**src/rtl/fp32_mul_post_if.sv**
```systemverilog
// Handshake bundle between the Booth multiplier output, this post stage and the consumer.
// The master side drives operands and out_ready; the slave side is the post stage.
interface fp32_mul_post_if;
  logic        in_valid;
  logic        in_ready;
  logic [31:0] a_i;
  logic [31:0] b_i;
  logic [31:0] mul_result;
  logic        mul_overflow;
  logic        out_valid;
  logic        out_ready;
  logic [31:0] out_data;
  logic [2:0]  out_exc;

  modport master (
    output in_valid, a_i, b_i, mul_result, mul_overflow, out_ready,
    input  in_ready, out_valid, out_data, out_exc
  );

  modport slave (
    input  in_valid, a_i, b_i, mul_result, mul_overflow, out_ready,
    output in_ready, out_valid, out_data, out_exc
  );
endinterface

```
**src/rtl/fp32_mul_post.sv**
```systemverilog
// Generic synchronous circular-buffer FIFO used by the FP32 multiplier post stage.
// Latency: a push is visible at the head one cycle later (no empty bypass).
// Backpressure: full blocks pushes even when a pop happens in the same cycle.
module fp32_mul_post_fifo #(
  parameter int WIDTH = 35,
  parameter int DEPTH = 4,
  localparam int AW   = $clog2(DEPTH),
  localparam int CW   = AW + 1
) (
  input  logic             clk,
  input  logic             rst,
  input  logic             push,
  input  logic [WIDTH-1:0] wdat,
  input  logic             pop,
  output logic [WIDTH-1:0] rdat,
  output logic [CW-1:0]    count,
  output logic             full,
  output logic             empty
);
  logic [WIDTH-1:0] mem [DEPTH];
  logic [AW-1:0]    wr_ptr;
  logic [AW-1:0]    rd_ptr;
  logic             push_ok;
  logic             pop_ok;

  assign full    = (count == CW'(DEPTH));
  assign empty   = (count == '0);
  assign push_ok = push && !full;
  assign pop_ok  = pop && !empty;
  assign rdat    = mem[rd_ptr];

  // Storage is left unreset; the consumer gates the head while empty.
  always_ff @(posedge clk) begin
    if (push_ok) mem[wr_ptr] <= wdat;
  end

  always_ff @(posedge clk) begin
    if (rst) begin
      wr_ptr <= '0;
      rd_ptr <= '0;
      count  <= '0;
    end else begin
      if (push_ok) wr_ptr <= wr_ptr + 1'b1;
      if (pop_ok)  rd_ptr <= rd_ptr + 1'b1;
      case ({push_ok, pop_ok})
        2'b10:   count <= count + 1'b1;
        2'b01:   count <= count - 1'b1;
        default: count <= count;
      endcase
    end
  end
endmodule

// FP32 multiplier post stage: special-case/exponent fix-up, result FIFO, sticky flags.
// Latency: result at FIFO head in the cycle after the accepting edge; 1/cycle throughput.
// Backpressure: in_ready = !full, independent of out_ready; head held while !out_ready.
module fp32_mul_post #(
  parameter int DEPTH = 4
) (
  input  logic                   clk,
  input  logic                   rst,
  fp32_mul_post_if.slave         bus,
  input  logic                   flag_clr,
  output logic [2:0]             sticky_flags,
  output logic [$clog2(DEPTH):0] count
);
  typedef struct packed {
    logic [2:0]  exc;
    logic [31:0] data;
  } entry_t;

  entry_t            in_ent;
  entry_t            head;
  logic              full;
  logic              empty;
  logic              push;
  logic              pop;
  logic [7:0]        ea;
  logic [7:0]        eb;
  logic              s;
  logic              a_nan, b_nan, a_inf, b_inf, a_zero, b_zero;
  logic              n;
  logic signed [9:0] es;
  logic signed [9:0] ef;
  logic              unused_bits;

  assign unused_bits = ^{bus.mul_overflow, bus.mul_result[31]};

  assign ea     = bus.a_i[30:23];
  assign eb     = bus.b_i[30:23];
  assign s      = bus.a_i[31] ^ bus.b_i[31];
  assign a_nan  = (ea == 8'hFF) && (bus.a_i[22:0] != '0);
  assign b_nan  = (eb == 8'hFF) && (bus.b_i[22:0] != '0);
  assign a_inf  = (ea == 8'hFF) && (bus.a_i[22:0] == '0);
  assign b_inf  = (eb == 8'hFF) && (bus.b_i[22:0] == '0);
  assign a_zero = (ea == 8'h00);
  assign b_zero = (eb == 8'h00);

  // The multiplier's normalisation shift shows up as a +1 on its exponent field.
  assign es = signed'({2'b00, ea}) + signed'({2'b00, eb}) - 10'sd127;
  assign n  = (bus.mul_result[30:23] != es[7:0]);
  assign ef = es + signed'({9'b0, n});

  always_comb begin
    in_ent.exc  = 3'b000;
    in_ent.data = {s, ef[7:0], bus.mul_result[22:0]};
    if (a_nan || b_nan || (a_inf && b_zero) || (b_inf && a_zero)) begin
      in_ent.exc  = 3'b100;
      in_ent.data = 32'h7FC0_0000;
    end else if (a_inf || b_inf) begin
      in_ent.data = {s, 8'hFF, 23'h0};
    end else if (a_zero || b_zero) begin
      in_ent.data = {s, 31'h0};
    end else if (ef >= 10'sd255) begin
      in_ent.exc  = 3'b010;
      in_ent.data = {s, 8'hFF, 23'h0};
    end else if (ef <= 10'sd0) begin
      in_ent.exc  = 3'b001;
      in_ent.data = {s, 31'h0};
    end
  end

  assign push = bus.in_valid && bus.in_ready;
  assign pop  = bus.out_valid && bus.out_ready;

  fp32_mul_post_fifo #(
    .WIDTH ($bits(entry_t)),
    .DEPTH (DEPTH)
  ) u_fifo (
    .clk   (clk),
    .rst   (rst),
    .push  (push),
    .wdat  (in_ent),
    .pop   (pop),
    .rdat  (head),
    .count (count),
    .full  (full),
    .empty (empty)
  );

  assign bus.in_ready  = !full;
  assign bus.out_valid = !empty;
  assign bus.out_data  = empty ? 32'h0 : head.data;
  assign bus.out_exc   = empty ? 3'b0  : head.exc;

  // A clear in the same cycle as a flagged push leaves only that push's flags.
  always_ff @(posedge clk) begin
    if (rst) begin
      sticky_flags <= 3'b000;
    end else begin
      sticky_flags <= (flag_clr ? 3'b000 : sticky_flags) | (push ? in_ent.exc : 3'b000);
    end
  end
endmodule

```
**src/flat_wrapper.sv**
```systemverilog
// flat-port wrapper written by rule: the top's interface ports become plain ports
module fp32_mul_post_flat 
#(
  parameter int DEPTH = 4
)
  (clk, rst, flag_clr, sticky_flags, count, bus_in_valid, bus_a_i, bus_b_i, bus_mul_result, bus_mul_overflow, bus_out_ready, bus_in_ready, bus_out_valid, bus_out_data, bus_out_exc);
  fp32_mul_post_if bus_i ();
  input  logic clk;
  input  logic rst;
  input  logic flag_clr;
  output logic [2:0] sticky_flags;
  output logic [$clog2(DEPTH):0] count;
  input wire logic [$bits(bus_i.in_valid)-1:0] bus_in_valid;
  input wire logic [$bits(bus_i.a_i)-1:0] bus_a_i;
  input wire logic [$bits(bus_i.b_i)-1:0] bus_b_i;
  input wire logic [$bits(bus_i.mul_result)-1:0] bus_mul_result;
  input wire logic [$bits(bus_i.mul_overflow)-1:0] bus_mul_overflow;
  input wire logic [$bits(bus_i.out_ready)-1:0] bus_out_ready;
  output wire logic [$bits(bus_i.in_ready)-1:0] bus_in_ready;
  output wire logic [$bits(bus_i.out_valid)-1:0] bus_out_valid;
  output wire logic [$bits(bus_i.out_data)-1:0] bus_out_data;
  output wire logic [$bits(bus_i.out_exc)-1:0] bus_out_exc;
  assign bus_i.in_valid = bus_in_valid;
  assign bus_i.a_i = bus_a_i;
  assign bus_i.b_i = bus_b_i;
  assign bus_i.mul_result = bus_mul_result;
  assign bus_i.mul_overflow = bus_mul_overflow;
  assign bus_i.out_ready = bus_out_ready;
  assign bus_in_ready = bus_i.in_ready;
  assign bus_out_valid = bus_i.out_valid;
  assign bus_out_data = bus_i.out_data;
  assign bus_out_exc = bus_i.out_exc;
  fp32_mul_post #(.DEPTH(DEPTH)) u_core (.clk(clk), .rst(rst), .bus(bus_i), .flag_clr(flag_clr), .sticky_flags(sticky_flags), .count(count));
endmodule
```
**config.mk**
```make
export PLATFORM = sky130hd
export DESIGN_NAME = fp32_mul_post_flat
export DESIGN_NICKNAME = d
export VERILOG_FILES = /design/src/rtl/fp32_mul_post_if.sv /design/src/rtl/fp32_mul_post.sv /design/src/flat_wrapper.sv
export SDC_FILE = /design/constraint.sdc
export NUM_CORES = 1
export LEC_CHECK = 0
export ABC_AREA = 1
export CELL_PAD_IN_SITES_DETAIL_PLACEMENT = 0
export CELL_PAD_IN_SITES_GLOBAL_PLACEMENT = 1
export CORE_MARGIN = 10
export CORE_UTILIZATION = 43
export DETAILED_ROUTE_END_ITERATION = 6
export PLACE_DENSITY = 0.9
export SYNTH_ARGS = -nofsm -noshare
export SYNTH_HDL_FRONTEND = slang
export SYNTH_SLANG_ARGS = --single-unit
```
**constraint.sdc**
```tcl
create_clock -name clk -period 8.6 [get_ports clk]
set_clock_uncertainty 0.2 [all_clocks]
set_input_delay 1.72 -clock clk [delete_from_list [all_inputs] [get_ports clk]]
set_output_delay 1.72 -clock clk [all_outputs]
set_load 0.005 [all_outputs]
```
==> results of run 1 <==
## state kept, by name (all words and copies together), names as in the netlist, named ones only
name,count
u_core.u_fifo.mem,140
u_core.u_fifo.rd_ptr,2
u_core.sticky_flags,3
u_core.u_fifo.count,3
u_core.u_fifo.wr_ptr,2
## cells by family (layout without fill, tap and decap cells)
family | Yosys count | in the layout | synth area share [%]
buffers and inverters | 94 | 246 | 4.94
other | 0 | 1 | 0
adder cells (fa/ha/maj) | 18 | 18 | 3.13
XOR/XNOR | 11 | 11 | 1.26
AND/OR/NAND/NOR | 375 | 375 | 23.8
flip-flops | 152 | 152 | 57.9
AO/OA/AOI/OAI | 132 | 132 | 8.95
## path summary, 6_finish.rpt
path / start / slack, ps / cells past startpoint / end
hold reg to reg: u_core.sticky_flags[1]$_SDFF_PP0_ / 280 / 2 / u_core.sticky_flags[1]$_SDFF_PP0_
hold / removal: u_core.sticky_flags[1]$_SDFF_PP0_ / 280 / 2 / u_core.sticky_flags[1]$_SDFF_PP0_
setup reg to reg: u_core.u_fifo.count[1]$_SDFFE_PP0P_ / 6070 / 4 / u_core.u_fifo.mem[0][16]$_DFFE_PP_
setup / recovery: bus_b_i[23] / 2210 / 25 / u_core.u_fifo.mem[2][22]$_DFFE_PP_
## metal layers
layer	wire, µm	global-route usage (%)
met2	8810	25.9
met5	0	0
met3	1510	5.24
met1	7390	16.3
met4	345	6.21
## power breakdown
part / internal [µW] / switching (µW)
clock: 403 / 296
sequential: 941 / 25.6
combinational: 424 / 550
## critical path, stage by stage
cell and delay (ps):
clkdlybuf4s50_1 510, ha_1 200, inv_1 60, fa_1 470, inv_1 50, ha_1 330
xor2_1 180, nor3_1 190, nand2_1 100, nor3_1 170, o21ai_0 100, a211o_1 240
ha_1 200, ha_1 220, nand2_1 80, nor2_1 40, nand2_1 110, nor2_1 70
nand3_1 100, inv_1 40, nand2_1 60, nand2_2 100, nand3_2 130, nand2_4 280
o31ai_1 570
## metrics by stage
stage               utilization, %  instances  power [µW]  setup slack, ps
floorplan                        -        782        1510             3000
global placement              53.6       1127        1950             1850
detailed placement            53.6       1127        1970             1800
CTS                           56.8       1159        2670             2230
global route                  56.8       1159        2800             1780
finish                        56.9       1160        2640             2210
## cells in the mapped netlist (5+ instances only)
master,n,area [µm²]
nor2_1,174,653
edfxtp_1,140,4200
nand2_1,94,353
o21ai_0,78,390
inv_1,57,214
a21oi_1,47,235
clkbuf_1,23,86.3
nand3_1,23,115
nor3b_2,20,250
ha_1,16,200
nor4_1,14,87.6
nand2_2,13,81.3
dfxtp_1,12,240
nand4_1,8,50.1
xnor2_1,6,52.6
inv_2,5,18.8
nor3b_1,5,37.5
xor2_1,5,43.8
## area by class of cell
type | instances | share of cell area (%)
sequential | 152 | 44.9
multi-input combinational | 536 | 29.1
antenna | 1 | 0.0253
clock buffer | 17 | 4.30
clock inverter | 15 | 1.43
tap | 225 | 2.84
inverter | 64 | 2.43
timing repair buffer | 150 | 15.0
==> metrics.cfg, run 1 <==
[floorplanning]
chipWidth_um = 154
die_area_um2 = 23600
ioPinCount = 145
start_util_pct = 44.1
row_count = 48
die_h_um = 154
core_area_um2 = 17400

[synthesis]
synth_cell_types = 38
synth_seq_cells = 152
synth_ff_type = edfxtp_1
syn_inst = 782
syn_avg_cell_area_um2 = 9.81
synthArstFlopShare_pct = 0
synth_seq_area_share_pct = 57.9
synth_area_um2 = 7670
ys_warn_count = 0
synth_edf_count = 140
synth_nets = 902

[clock_network]
root_buffer = clkbuf_16
cts_resized = 0
clock_latency_ps = 410
clkSlewWorstSetupHoldPaths_ps = 60
htreeDepth = 4
clockBufferDepth = 2
cts_hold_buf = 0
numCtsBuffers = 17
cts_tree = built
cts_sinks = 152
post_cts_buffers = 0

[detailed_routing]
vias = 5866
drt_iter0_markers = 317
viasPerCell = 5.06
ant_nets = 0
drc_errors = 0
first_pass_iters = 5
wire_per_inst_um = 15.6
wl_um = 18100

[sta]
drv_slew = 0
period_share_pct = 74.3
setup_tns_ps = 0
setup_viol = 0
hold_ws_ps = 278
rsz0062_at_grt = no
fin_crit_ps = 6390
tightest_slew_ps = 1140
maxSlewHeadroom_pct = 24.1
hold_violations = 0
fmax_mhz = 156

[cells_and_area]
num-fill-cells = 1539
final_cell_mix = 170 x nor2_1, 142 x clkdlybuf4s50_1, 140 x edfxtp_1, 94 x nand2_1, 78 x o21ai_0
final_nets = 1041
multi_input_area_um2 = 2880
drive_above_1_share_pct = 10.5
syn2layout_area_growth_pct = 29.1
seqCellArea_um2 = 4450
fin_area_um2 = 9900
layout.cells.most_common = nor2_1

[power_and_ir_drop]
p_per_area_nw_per_um2 = 267
p_leak_uw = 0.00369
ir_drop_uv = 140

[grt]
grtUsageTotal_pct = 15.0
grt_max_degree = 72
grt_pass1_wl_um = 28800
antenna_found_initial = 0
grt_overflow_total = 0
grt_pass1_vias = 6063

[worst_setup_path]
crit_arrival_ps = 6330
end_kind = flip-flop
critPathKind = input port to flip-flop
critPathLaunchType = input port
worst_ep_required_time_ps = 8540
worstPathMaxFanout = 27

[outcome]
outcome = completed

[place]
io_buffers = 142
post_dp_cell_area_um2 = 9330
dp_hpwl_um = 11800
gp_congestion = 0.782

[hold_path]
hp-class = flip-flop to flip-flop

[run]
drv_cap = 0

(Power assumes the default switching activity.)
==> run 2, diff against run 1 <==
- CORE_UTILIZATION: 43 -> 36
- PLACE_DENSITY: 0.9 -> 0.81
- clock period: 8.6 -> 5.6 ns (I/O delays scaled with it)
==> run 2 against run 1 <==
Net effect:
- cell count increased by 8.2%
- power increased by 64%
- sequential cell count unchanged
- sequential share of layout area decreased by 2.8 points
- critical endpoint is now u_core.u_fifo.mem[0][18]$_DFFE_PP_
- largest cell class unchanged
==> metrics.cfg, run 2 (synthesis gave the netlist of run 1 again) <==
[outcome]
outcome = completed  ; unchanged

[detailed_routing]
viasPerCell = 4.71  ; was 5.06
ant_nets = 0  ; unchanged
drc_errors = 0  ; unchanged
first_pass_iters = 5  ; unchanged
wl_um = 18700  ; was 18100 µm
drt_iter0_markers = 411  ; was 317
vias = 5917  ; was 5866
wire_per_inst_um = 14.9  ; was 15.6 µm

[worst_setup_path]
critPathLaunchType = input port  ; unchanged
crit_top_cell = ha_2
critPathKind = input port to flip-flop  ; unchanged
end_kind = flip-flop  ; unchanged
worstPathMaxFanout = 8  ; was 27
crit_slowest_cell = fa_1  ; was o31ai_1
worst_ep_required_time_ps = 5570  ; was 8540 ps
cp_cell_sequence = clkdlybuf4s50_1 -> ha_2 -> inv_1 -> fa_1 -> inv_2 -> ha_2 -> xor2_1 -> nor3_2 -> nand2_1 -> nor3_2 -> o21ai_0 -> a211o_1 -> ha_2 -> ha_4 -> xor2_1 -> buf_4 -> nand3_1 -> nor2_1 -> nand2_1 -> nor2_1 -> nand3_2 -> nand2_4 -> buf_4 -> nor3b_2
max_stage_delay_ps = 490  ; was 570 ps
crit_arrival_ps = 5180  ; was 6330 ps

[floorplanning]
row_count = 53  ; was 48
chipWidth_um = 166  ; was 154 µm
die_h_um = 166  ; was 154 µm
core_area_um2 = 21000  ; was 17400 µm²
ioPinCount = 145  ; unchanged
die_area_um2 = 27600  ; was 23600 µm²
start_util_pct = 36.5  ; was 44.1%

[place]
post_dp_cell_area_um2 = 9800  ; was 9330 µm²
io_buffers = 142  ; unchanged
dp_hpwl_um = 13000  ; was 11800 µm
place_ws_ps = -341  ; was 1800 ps
gp_congestion = 0.770  ; was 0.782

[grt]
grt_pass1_wl_um = 29800  ; was 28800 µm
grt_max_degree = 71  ; was 72
grt_pass1_vias = 5964  ; was 6063
grt_overflow_total = 0  ; unchanged
grtUsageTotal_pct = 13.3  ; was 15.0%
antenna_found_initial = 1  ; was 0

[sta]
tightest_slew_ps = 943  ; was 1140 ps
hold_violations = 0  ; unchanged
fmax_mhz = 192
setup_viol = 0  ; unchanged
maxSlewHeadroom_pct = 36.7  ; was 24.1%
period_share_pct = 93.1
setup_ws_ps = 387  ; was 2210 ps
drv_slew = 0  ; unchanged
fin_crit_ps = 5210

[power_and_ir_drop]
p_leak_uw = 0.00399  ; was 0.00369 µW
ir_drop_uv = 253  ; was 140 µV
p_total_uw = 4330  ; was 2640 µW
p_per_area_nw_per_um2 = 410  ; was 267 nW/µm²

[clock_network]
clock_latency_ps = 420  ; was 410 ps
post_cts_buffers = 0  ; unchanged
clockBufferDepth = 2  ; unchanged
htreeDepth = 4  ; unchanged
root_buffer = clkbuf_16  ; unchanged
cts_tree = built  ; unchanged
numCtsBuffers = 17  ; unchanged
clkSlewWorstSetupHoldPaths_ps = 60  ; about the same
cts_sinks = 152  ; unchanged

[run]
drv_cap = 0  ; unchanged

[cells_and_area]
fin_area_um2 = 10600  ; was 9900 µm²
top_regs = u_core.u_fifo.mem: 140 flops, u_core.sticky_flags: 3 flops, u_core.u_fifo.count: 3 flops  ; unchanged
num-fill-cells = 1871  ; was 1539
drive_above_1_share_pct = 16.8  ; was 10.5%
syn2layout_area_growth_pct = 37.8  ; was 29.1%
top_register = u_core.u_fifo.mem  ; unchanged
final_cell_mix = 167 x nor2_1, 142 x clkdlybuf4s50_1, 140 x edfxtp_1, 88 x nand2_1, 78 x o21ai_0  ; was 170 x nor2_1, 142 x clkdlybuf4s50_1, 140 x edfxtp_1, 94 x nand2_1, 78 x o21ai_0
layout.cells.most_common = nor2_1  ; unchanged
final_nets = 1086  ; was 1041
largest_reg_flops = 140  ; unchanged

[hold_path]
hp-class = flip-flop to flip-flop  ; unchanged

## run 2: timing repair
item / 4_1_cts / 5_1_grt
hold buffers: 0 / 0
endpoints found under the hold margin: 0 / 0
endpoints found under the setup margin: 0 / 126
resized for setup: 0 / 32
## run 2: path summary, 6_finish.rpt
kind	from	to	slack, ps	depth (start not counted)
setup / recovery	bus_b_i[23]	u_core.u_fifo.mem[0][18]$_DFFE_PP_	390	24
hold / removal	u_core.sticky_flags[2]$_SDFF_PP0_	u_core.sticky_flags[2]$_SDFF_PP0_	270	2
setup reg to reg	u_core.u_fifo.count[0]$_SDFFE_PP0P_	u_core.u_fifo.mem[3][14]$_DFFE_PP_	3040	5
hold reg to reg	u_core.sticky_flags[2]$_SDFF_PP0_	u_core.sticky_flags[2]$_SDFF_PP0_	270	2
## run 2: per-layer routing
layer  vias to the layer above  part of all wire [%]  global-route usage (%)
met5                         -                     0                       0
met4                         0                   1.3                    4.47
met3                        16                   7.4                    4.16
met2                       194                    49                    22.9
met1                      2666                    42                    15.2
li1                       3041                     -                       -
## run 2: critical path, delay by kind of cell
family          cells  cell delay [ps]
fa+ha+maj           5             1290
simple gates       10             1170
buf+inv             5              910
xor+xnor            2              360
compound gates      2              340
## run 2: per-stage QoR
| stage | hold WS, ps | utilization [%] | instances | TNS (ps) |
|---|---|---|---|---|
| final | 272 | 50.3 | 1255 | 0 |
| after global routing | 291 | 50.3 | 1254 | -510 |
| after CTS | 272 | 49.6 | 1254 | 0 |
| after detailed placement | 263 | 46.6 | 1222 | -25950 |
| after global placement | 255 | 46.6 | 1222 | -23750 |
| after floorplan | 260 | - | 782 | 0 |
## run 2: report_power, final
part           internal (µW)  total (µW)  leakage [µW]  switching (µW)
sequential              1440        1480       0.00140            39.4
combinational            767        1670       0.00228             903
clock                    746        1180      0.000305             430
total                   2960        4330       0.00399            1370
## run 2: cell type report
cell class | instances | area (µm²) | share of cell area, %
diodes | 1 | 2.50 | 0.0237
clock buffers | 17 | 425 | 4.03
clock inverters | 15 | 203 | 1.92
inverters | 64 | 240 | 2.27
multi-input cells | 536 | 3030 | 28.6
flip-flops and latches | 152 | 4450 | 42.1
well taps | 275 | 344 | 3.26
repair buffers | 195 | 1880 | 17.8
